[config.mk]
export PLATFORM = sky130hd
export DESIGN_NAME = mem_responder
export DESIGN_NICKNAME = d
export VERILOG_FILES = /design/src/rtl/s8sp_mem_pkg.sv /design/src/rtl/mem_array.sv /design/src/rtl/mem_responder.sv
export SDC_FILE = /design/constraint.sdc
export NUM_CORES = 2
export LEC_CHECK = 0
export CELL_PAD_IN_SITES_DETAIL_PLACEMENT = 2
export CELL_PAD_IN_SITES_GLOBAL_PLACEMENT = 2
export CORE_MARGIN = 2
export CORE_UTILIZATION = 44
export DETAILED_ROUTE_END_ITERATION = 8
export PLACE_DENSITY = 0.85
export SLEW_MARGIN = 30
export SYNTH_ARGS = -nofsm -noshare
export SYNTH_HDL_FRONTEND = slang
export SYNTH_SLANG_ARGS = --single-unit
[constraint.sdc]
create_clock -name clk -period 4.84 [get_ports clk]
set_input_delay 0.484 -clock clk [delete_from_list [all_inputs] [get_ports clk]]
set_output_delay 0.484 -clock clk [all_outputs]
set_load 0.05 [all_outputs]
[src/rtl/s8sp_mem_pkg.sv]
// Shared constants for the S8SP memory responder: FSM state encoding and default widths.
package s8sp_mem_pkg;

    localparam logic [1:0] ST_IDLE = 2'd0;
    localparam logic [1:0] ST_WAIT = 2'd1;
    localparam logic [1:0] ST_DONE = 2'd2;

    localparam int ADDR_W_DEF = 8;
    localparam int DATA_W_DEF = 8;

endpackage

[src/rtl/mem_array.sv]
// Single-port storage array: synchronous write and an enabled, registered read port.
module mem_array
    import s8sp_mem_pkg::*;
#(
    parameter int ADDR_W = ADDR_W_DEF,
    parameter int DATA_W = DATA_W_DEF
) (
    input  logic              clk,
    input  logic              i_wr_en,
    input  logic              i_rd_en,
    input  logic [ADDR_W-1:0] i_addr,
    input  logic [DATA_W-1:0] i_wdata,
    output logic [DATA_W-1:0] o_rdata
);

    logic [DATA_W-1:0] r_mem [2**ADDR_W];
    logic [DATA_W-1:0] r_rdata;

    // NOTE: storage has no reset, so it maps onto RAM and its contents survive a reset.
    always_ff @(posedge clk) begin
        if (i_wr_en) begin
            r_mem[i_addr] <= i_wdata;
        end
        if (i_rd_en) begin
            r_rdata <= r_mem[i_addr];
        end
    end

    assign o_rdata = r_rdata;

endmodule

[src/rtl/mem_responder.sv]
// S8SP memory-side responder: accepts one read or write, waits WAIT_CYC cycles, then pulses mem_done.
// Optional write protection of addresses >= WPROT_BASE is enabled by defining MEM_WPROT_EN.
module mem_responder
    import s8sp_mem_pkg::*;
#(
    parameter int                ADDR_W     = ADDR_W_DEF,
    parameter int                DATA_W     = DATA_W_DEF,
    parameter int                WAIT_CYC   = 2,
    parameter logic [ADDR_W-1:0] WPROT_BASE = ADDR_W'(8'hF0)
) (
    input  logic              clk,
    input  logic              reset,
    input  logic [ADDR_W-1:0] mem_addr,
    input  logic [DATA_W-1:0] mem_wdata,
    input  logic              mem_rd,
    input  logic              mem_wr,
    output logic [DATA_W-1:0] mem_rdata,
    output logic              mem_busy,
    output logic              mem_done,
    output logic              mem_err
);

    localparam logic [3:0] CNT_INIT = (WAIT_CYC == 0) ? 4'd0 : 4'(WAIT_CYC - 1);
`ifdef MEM_WPROT_EN
    localparam logic WPROT_ON = 1'b1;
`else
    localparam logic WPROT_ON = 1'b0;
`endif

    logic [1:0]        r_state;
    logic [3:0]        r_cnt;
    logic [ADDR_W-1:0] r_addr;
    logic [DATA_W-1:0] r_wdata;
    logic              r_is_wr;
    logic              r_busy;
    logic              r_done;
    logic              r_err;
    logic              r_rd_valid;

    logic [1:0]        w_next_state;
    logic [3:0]        w_next_cnt;
    logic              w_enter_done;
    logic              w_idle;
    logic              w_collide;
    logic [ADDR_W-1:0] w_acc_addr;
    logic [DATA_W-1:0] w_acc_wdata;
    logic              w_acc_wr;
    logic              w_prot_hit;
    logic              w_arr_we;
    logic              w_arr_re;
    logic [DATA_W-1:0] w_arr_rdata;

    assign w_idle    = (r_state == ST_IDLE);
    assign w_collide = mem_rd & mem_wr;

    // With zero wait states the access happens on the accept edge, before the capture registers load.
    assign w_acc_addr  = w_idle ? mem_addr  : r_addr;
    assign w_acc_wdata = w_idle ? mem_wdata : r_wdata;
    assign w_acc_wr    = w_idle ? mem_wr    : r_is_wr;

    assign w_prot_hit = WPROT_ON && w_acc_wr && (w_acc_addr >= WPROT_BASE);
    assign w_arr_we   = w_enter_done && w_acc_wr && !w_prot_hit;
    assign w_arr_re   = w_enter_done && !w_acc_wr;

    // NOTE: every signal gets a default first so no path through the case leaves a latch.
    always_comb begin
        w_next_state = r_state;
        w_next_cnt   = r_cnt;
        w_enter_done = 1'b0;
        case (r_state)
            ST_IDLE: begin
                if (w_collide) begin
                    w_next_state = ST_DONE;
                end else if (mem_rd ^ mem_wr) begin
                    if (WAIT_CYC == 0) begin
                        w_next_state = ST_DONE;
                        w_enter_done = 1'b1;
                    end else begin
                        w_next_state = ST_WAIT;
                        w_next_cnt   = CNT_INIT;
                    end
                end
            end
            ST_WAIT: begin
                if (r_cnt == 4'd0) begin
                    w_next_state = ST_DONE;
                    w_enter_done = 1'b1;
                end else begin
                    w_next_cnt = r_cnt - 4'd1;
                end
            end
            default: w_next_state = ST_IDLE;
        endcase
    end

    // NOTE: state uses non-blocking assignments so all registers update together at the edge.
    always_ff @(posedge clk or posedge reset) begin
        if (reset) begin
            r_state    <= ST_IDLE;
            r_cnt      <= 4'd0;
            r_addr     <= '0;
            r_wdata    <= '0;
            r_is_wr    <= 1'b0;
            r_busy     <= 1'b0;
            r_done     <= 1'b0;
            r_err      <= 1'b0;
            r_rd_valid <= 1'b0;
        end else begin
            r_state <= w_next_state;
            r_cnt   <= w_next_cnt;
            r_busy  <= (w_next_state != ST_IDLE);
            r_done  <= (w_next_state == ST_DONE);
            r_err   <= (w_idle && w_collide) || (w_enter_done && w_prot_hit);
            if (w_idle && (mem_rd || mem_wr)) begin
                r_addr  <= mem_addr;
                r_wdata <= mem_wdata;
                r_is_wr <= mem_wr;
            end
            if (w_arr_re) begin
                r_rd_valid <= 1'b1;
            end
        end
    end

    mem_array #(
        .ADDR_W (ADDR_W),
        .DATA_W (DATA_W)
    ) u_array (
        .clk     (clk),
        .i_wr_en (w_arr_we),
        .i_rd_en (w_arr_re),
        .i_addr  (w_acc_addr),
        .i_wdata (w_acc_wdata),
        .o_rdata (w_arr_rdata)
    );

    // The array's read register has no reset; it reads as zero until a read completes after reset.
    assign mem_rdata = r_rd_valid ? w_arr_rdata : '0;
    assign mem_busy  = r_busy;
    assign mem_done  = r_done;
    assign mem_err   = r_err;

endmodule

Word level (Yosys, flattened, before mapping). Memory sizes are Yosys's and may differ from the RTL's. A register that Yosys moved wholly into a read port is not among the register bits. Index checks and enable logic that the tools add are counted.

Bits in registers: 27. Bits in writable memories: 2048. Input bits: 20. Output and inout bits: 11. Word-level logic and storage cells: 45. Memories kept: 1.

Memories: u_array.r_mem (words 256, width 8, read ports 1, clocked after memory_dff 1, write ports 1, RTL line mem_array.sv:16) `logic [DATA_W-1:0] r_mem [2**ADDR_W];`.

Add/sub/neg operators: 1. Eq/ne operators: 5. Multiplexer cells: 16. Bitwise gates (word level): 2. Reductions and logical operators: 11.

Operators with widths (number): 2-to-1 mux 8 bit (3); 2-to-1 mux 4 bit (3); one-hot mux 4 bit (2 select lines) (1); 2-to-1 mux 2 bit (3); 2-to-1 mux 1 bit (5); logical AND 1 bit (4); zero test 4 bit (1); != test 2 bit, second input constant (2); one-hot mux 2 bit (2 select lines) (1); AND reduction 4 bit (1); nonzero test 2 bit (2); subtractor 4 x 1 -> 4 bit, second input constant (1); == test 2 x 1 -> 1 bit, second input constant (1); == test 2 bit, second input constant (1); zero test 2 bit (1); != test 2 x 1 -> 1 bit, second input constant (1); AND 1 bit (1); zero test 1 bit (1); logical OR 1 bit (1); XOR 1 bit (1).

Longest topological paths before layout.
Depth in word-level cells: 6. Depth in mapped cells: 12. Mapped depth without buffers: 8.

Hierarchy. From an unflattened synthesis, not the netlist that was laid out.

Cells, all modules: 3656. Area, all modules: 80026.8 sq um.

By module, submodules not included: mem_array (times used 1, cells each 3547, area each 78572.9 sq um, seq. area each 61739.2 sq um); mem_responder (times used 1, cells each 109, area each 1453.9 sq um, seq. area each 675.6 sq um).

Worst setup path before layout. No wires, ideal clock.

Kind: reg2reg. Start point: reg r_state[0]. End point: mem u_array.r_mem[0][0] (netlist bit) (data pin). Library setup time: 0.823 ns. Arrival time: 4.338 ns. Data required time: 4.017 ns. Slack: -0.321 ns. Stages on the path, launching flop included: 7. Path buffers: 3. Period minus slack after synthesis: 5.161 ns. Cells stage by stage: dfrtp_1 buf_6 nor2_8 buf_1 buf_1 nand2_1 nand2_1.

Longest elaborated chain between the ends: 2.

Ends and longest elaborated chain: from (decl) (RTL line mem_responder.sv:30) `logic [1:0] r_state;`; from (signal assigned) (RTL line mem_responder.sv:109) `r_state <= w_next_state;`; zero test 2 bit (RTL line mem_responder.sv:53) `assign w_idle = (r_state == ST_IDLE);`; 2-to-1 mux 8 bit (RTL line mem_responder.sv:58) `assign w_acc_wdata = w_idle ? mem_wdata : r_wdata;`; named net u_array.i_wdata[0] (RTL line mem_array.sv:12) `input logic [DATA_W-1:0] i_wdata,`; to (decl) (RTL line mem_array.sv:16).

The timed path passes the listed nets, and every way through them passes these cells.

Worst setup path after layout.
Start point: reg r_state[0]. End point: reg u_array.r_rdata[1] (netlist: u_array.o_rdata[1]), read port of u_array.r_mem (data pin).

Longest elaborated chain between the ends: 4. Elaborated cells on any way between the ends: 7. Those cells by class: 1 x eq/ne; 3 x mux; 3 x reduce/logical.

Ends and longest elaborated chain: zero test 2 bit (RTL line mem_responder.sv:53); 2-to-1 mux 1 bit (RTL line mem_responder.sv:59) `assign w_acc_wr = w_idle ? mem_wr : r_is_wr;`; zero test 1 bit (RTL line mem_responder.sv:63) `assign w_arr_re = w_enter_done && !w_acc_wr;`; logical AND 1 bit (RTL line mem_responder.sv:63); to (decl) (RTL line mem_array.sv:17) `logic [DATA_W-1:0] r_rdata;`.

Parallel ways exist; a longest one is shown, timed or not. A chain may end at the register's enable or synchronous reset.

==> metrics.log <==
[metrics] WL final: about 340 mm
[metrics] antenna violations before repair: 15
[metrics] # Max-Cap Violations: 0
[metrics] final instance area: 88600 µm²
[metrics] share of power burned in the clock network: around a quarter
[metrics] normalized max-slew margin: between 20% and 30%
[metrics] power per unit of standard cell area: 710 nW/µm²
[metrics] clock tree buffer depth: 3
[metrics] power share of the sequential group: 38.2%
[metrics] post-detailed-route via-to-cell ratio: 7.31
[metrics] HPWL after DPL: 203 mm
[metrics] count of pins over their slew limit: 0
[metrics] setup violators final: 4
[metrics] Highest Clock Rate: between 200 and 250 MHz
[metrics] net load switching power: between 20000 and 25000 µW
[metrics] critical path capture point type: register
[metrics] combinational family with the most area after synthesis: compound AO/OA/AOI/OAI gates
[metrics] combinational group share of total power: approximately a third
[metrics] Area after DPL: between 80000 and 90000 µm²
[metrics] clk root buf: clkbuf_16
[metrics] number of iterations in the first detailed-routing pass: 6
[metrics] CTS tree: done
[metrics] Num Clock Sinks: around 2100
[metrics] global-route wire length before repair: roughly 460 mm
[metrics] total power: around 63000 µW
[metrics] count of unique library cells instantiated by Yosys: 47
[metrics] Worst EP arrival: approximately 5600 ps
[metrics] Initial Util: around 44%
[metrics] mux contribution to synthesized area: less than 1%
[metrics] xor-xnor portion of the synthesized cell area: 0.0227%
[metrics] Ports: 31
[metrics] area growth from synthesis to layout: 14.9%
[metrics] number of hold violations in the final report: 0
[metrics] final instance count without filler cells: between 6000 and 7000
[metrics] global-route usage over all layers: 37.3%
[metrics] worst hold path type: in -> async
[metrics] Avg Inst Size Synth: ~18 µm²
[metrics] unrepaired setup endpoints after global routing: false
[metrics] total internal power: just under 40000 µW
[metrics] remaining antenna violation count after routing: 0
[metrics] R2R cell count: 11
[metrics] final core area utilization: between 50 and 60%
[metrics] most common flop cell mapped by yosys: edfxtp_1
[metrics] internal reg-to-reg setup slack: -100 ps
[metrics] ratio of cells with drive above 1 in the final layout: ~15%
[metrics] total CTS buffers: between 200 and 250
[metrics] endpoint of the lowest-slack register-to-register path: u_array.o_rdata[1]
[metrics] htree depth: 4
[metrics] post-synthesis register bit count: around 2100
[metrics] net count of the mapped netlist: between 4000 and 5000
[metrics] clock latency of the later-clocked register in the worst-skew pair: roughly 900 ps
[metrics] min Tclk post-route: a little under 5000 ps
[metrics] Initial DRC Count: 8143
[metrics] Core Footprint: 174000 µm²
[metrics] fraction of synthesis flops using an asynchronous set or reset pin: about 1.3%
[metrics] status: complete, but fails checks
[metrics] Max IR drop VDD: between 0.0005 and 0.0006 V
[metrics] final net count: between 4000 and 5000
[metrics] Overflow after GRT: 0
[metrics] number of instances in the synthesized netlist: roughly 4200
[metrics] setup skew after layout: between 50 and 60 ps
[metrics] number of remaining DRC errors: 0
[metrics] WL per Instance: just under 50 µm
[metrics] CTS hold repair buffers: 0
[metrics] Die Wd: 423 µm
[metrics] height of the die: between 400 and 500 µm
[metrics] Crit Path Class: reg -> reg
[metrics] startpoint of the most critical setup path: r_state[0]
[metrics] CP Launch Type: register
[metrics] switch share: roughly two fifths
[metrics] maximum fanout encountered on the critical timing path: between 40 and 50
[metrics] Slew @ Worst Pin: about 1200 ps
[metrics] routability-driven placement congestion ratio: 0.844
[metrics] Synth Area in Simple Gates: 2.68%
[metrics] area enclosed by the die boundary: ~180000 µm²
[metrics] worst setup slack after layout: -103 ps
[metrics] via count of the first global-routing pass: 51900
[metrics] post-route clock period utilization: 102%
[metrics] mapped cell area: a little under 80000 µm²
[metrics] violations in the final reports: setup timing
[metrics] Yosys warning total: 0
[metrics] part of the Yosys area used for sequential elements: between 80% and 90%
[metrics] Rows: 153
[metrics] share of synthesized cell area in full adder, half adder and majority cells: 0.0649%
[metrics] routed via count: ~51000
[metrics] Placed Instances: around 6500
[metrics] Clock transition at path regs: 80 ps
[metrics] pin count of the biggest net entering global routing: ~130
[metrics] leakage component of the power: around 0.028 µW
[metrics] critical path data required time: approximately 5500 ps
[metrics] launch point of the worst reg-to-reg path: r_state[0]
[metrics] count of buffers from port buffering: 30
[metrics] Post-synth EDFFs: about 2100
[metrics] Worst setup endpoint: u_array.o_rdata[1]
[metrics] complex-gate fraction of the synthesized area: 14.2%
==> cells in the final DEF (no fill, tap or decap), drive strengths merged, types with 3 or more instances in the layout <==
| cell type | n |
|---|---|
| edfxtp | 2056 |
| a22o | 512 |
| a221oi | 512 |
| buf | 273 |
| clkbuf | 269 |
| nor2 | 263 |
| o22ai | 256 |
| clkinv | 99 |
| nand2 | 92 |
| nor4 | 65 |
| clkdlybuf4s50 | 30 |
| dfrtp | 27 |
| mux2 | 17 |
| a21oi | 17 |
| bufinv | 14 |
| inv | 14 |
| nand3b | 10 |
| and2 | 9 |
| o21ai | 9 |
| a2111o | 8 |
| a21boi | 8 |
| nand3 | 7 |
| nand2b | 5 |
| clkinvlp | 5 |
| o31ai | 5 |
| diode | 4 |
| ha | 4 |
| or3 | 3 |
==> cells by family after synthesis <==
logic type               after synthesis
buffers and inverters                321
AND/OR/NAND/NOR                      466
XOR/XNOR                               2
multiplexers                          17
adder cells (fa/ha/maj)                4
flip-flops                          2083
AO/OA/AOI/OAI                       1330
==> final cells by class <==
class,instances,area (µm²)
fillers,15200,85400
flip-flops and latches,2083,62400
multi-input cells,1819,13700
clock buffers,269,5680
well taps,2325,2910
repair buffers,303,2870
clock inverters,125,997
inverters,7,26.3
diodes,4,10.0
==> cells in the mapped netlist (4+ instances only) <==
master	n	area share [%]
o22ai_1	256	2.1
edfxtp_1	2056	80
buf_4	11	0.11
nand3_1	7	0.045
a21boi_1	6	0.058
nor2_1	262	1.3
buf_1	35	0.17
a21oi_1	17	0.11
a221oi_1	512	5.8
a22o_1	512	5.8
o21ai_0	4	0.026
dfrtp_1	27	0.88
buf_2	129	0.84
inv_1	7	0.034
nand3b_1	10	0.097
and2_1	9	0.073
ha_1	4	0.065
nand2b_1	5	0.041
nand2_1	90	0.44
nor4_1	65	0.53
clkbuf_1	136	0.66
a2111o_1	8	0.12
mux2_2	17	0.25
==> critical path: stages (launching register included) <==
cell and delay (ps):
dfrtp_1 550, nor2_8 530, o31ai_4 160, buf_12 200, buf_12 220, buf_4 300, a22o_1 310, a221oi_1 420
o22ai_1 190, nor4_1 740, a21oi_1 520, a2111o_1 460
==> flip-flops by register name, indices dropped and copies added, names as in the netlist <==
register / flops
r_wdata: 8
u_array.r_mem: 2048
r_addr: 8
mem_done: 1
u_array.o_rdata: 8
r_state: 2
r_rd_valid: 1
mem_err: 1
r_is_wr: 1
mem_busy: 1
r_cnt: 4
==> metal layers <==
metal  vias to the layer above  wire, µm  track usage (%)
li1                      18400         -                -
met1                     26700    114000             42.7
met2                      4212    168000             63.0
met3                      1313     29800             7.61
met4                        18     28400             25.8
met5                         -       123                0
==> power groups by stage <==
stage	clock network (µW)	logic, µW	registers [µW]
floorplan	0	10400	24900
global placement	0	18200	24300
detailed placement	0	20500	24400
CTS	16700	21100	24100
global route	17300	22300	24100
finish	16800	22100	24100
==> per-stage QoR <==
stage	hold WS [ps]	worst slack [ps]	setup TNS, ps
after floorplan	461	1280	0
after global placement	490	-15.9	-15.9
after detailed placement	504	-30.9	-30.9
after CTS	25.1	8.30	0
after global routing	80.5	0.569	0
final	56.4	-103	-238
==> worst min path at each step <==
| stage | from | to | slack [ps] | cells after the start |
|---|---|---|---|---|
| floorplan | r_cnt[0] | r_cnt[0] | 460 | 1 |
| global placement | r_wdata[6] | r_wdata[6] | 490 | 1 |
| detailed placement | r_wdata[5] | r_wdata[5] | 500 | 1 |
| CTS | reset | r_addr[3] | 30 | 2 |
| global route | reset | r_addr[3] | 80 | 2 |
| finish | reset | r_addr[3] | 60 | 2 |
==> repair_timing <==
item | CTS | global route
hold endpoints to repair | 0 | 0
gates cloned | 0 | 0
resized for setup | 3 | 5
buffers inserted | 0 | 0
setup endpoints to repair | 3 | 5
(Power assumes the default switching activity.)
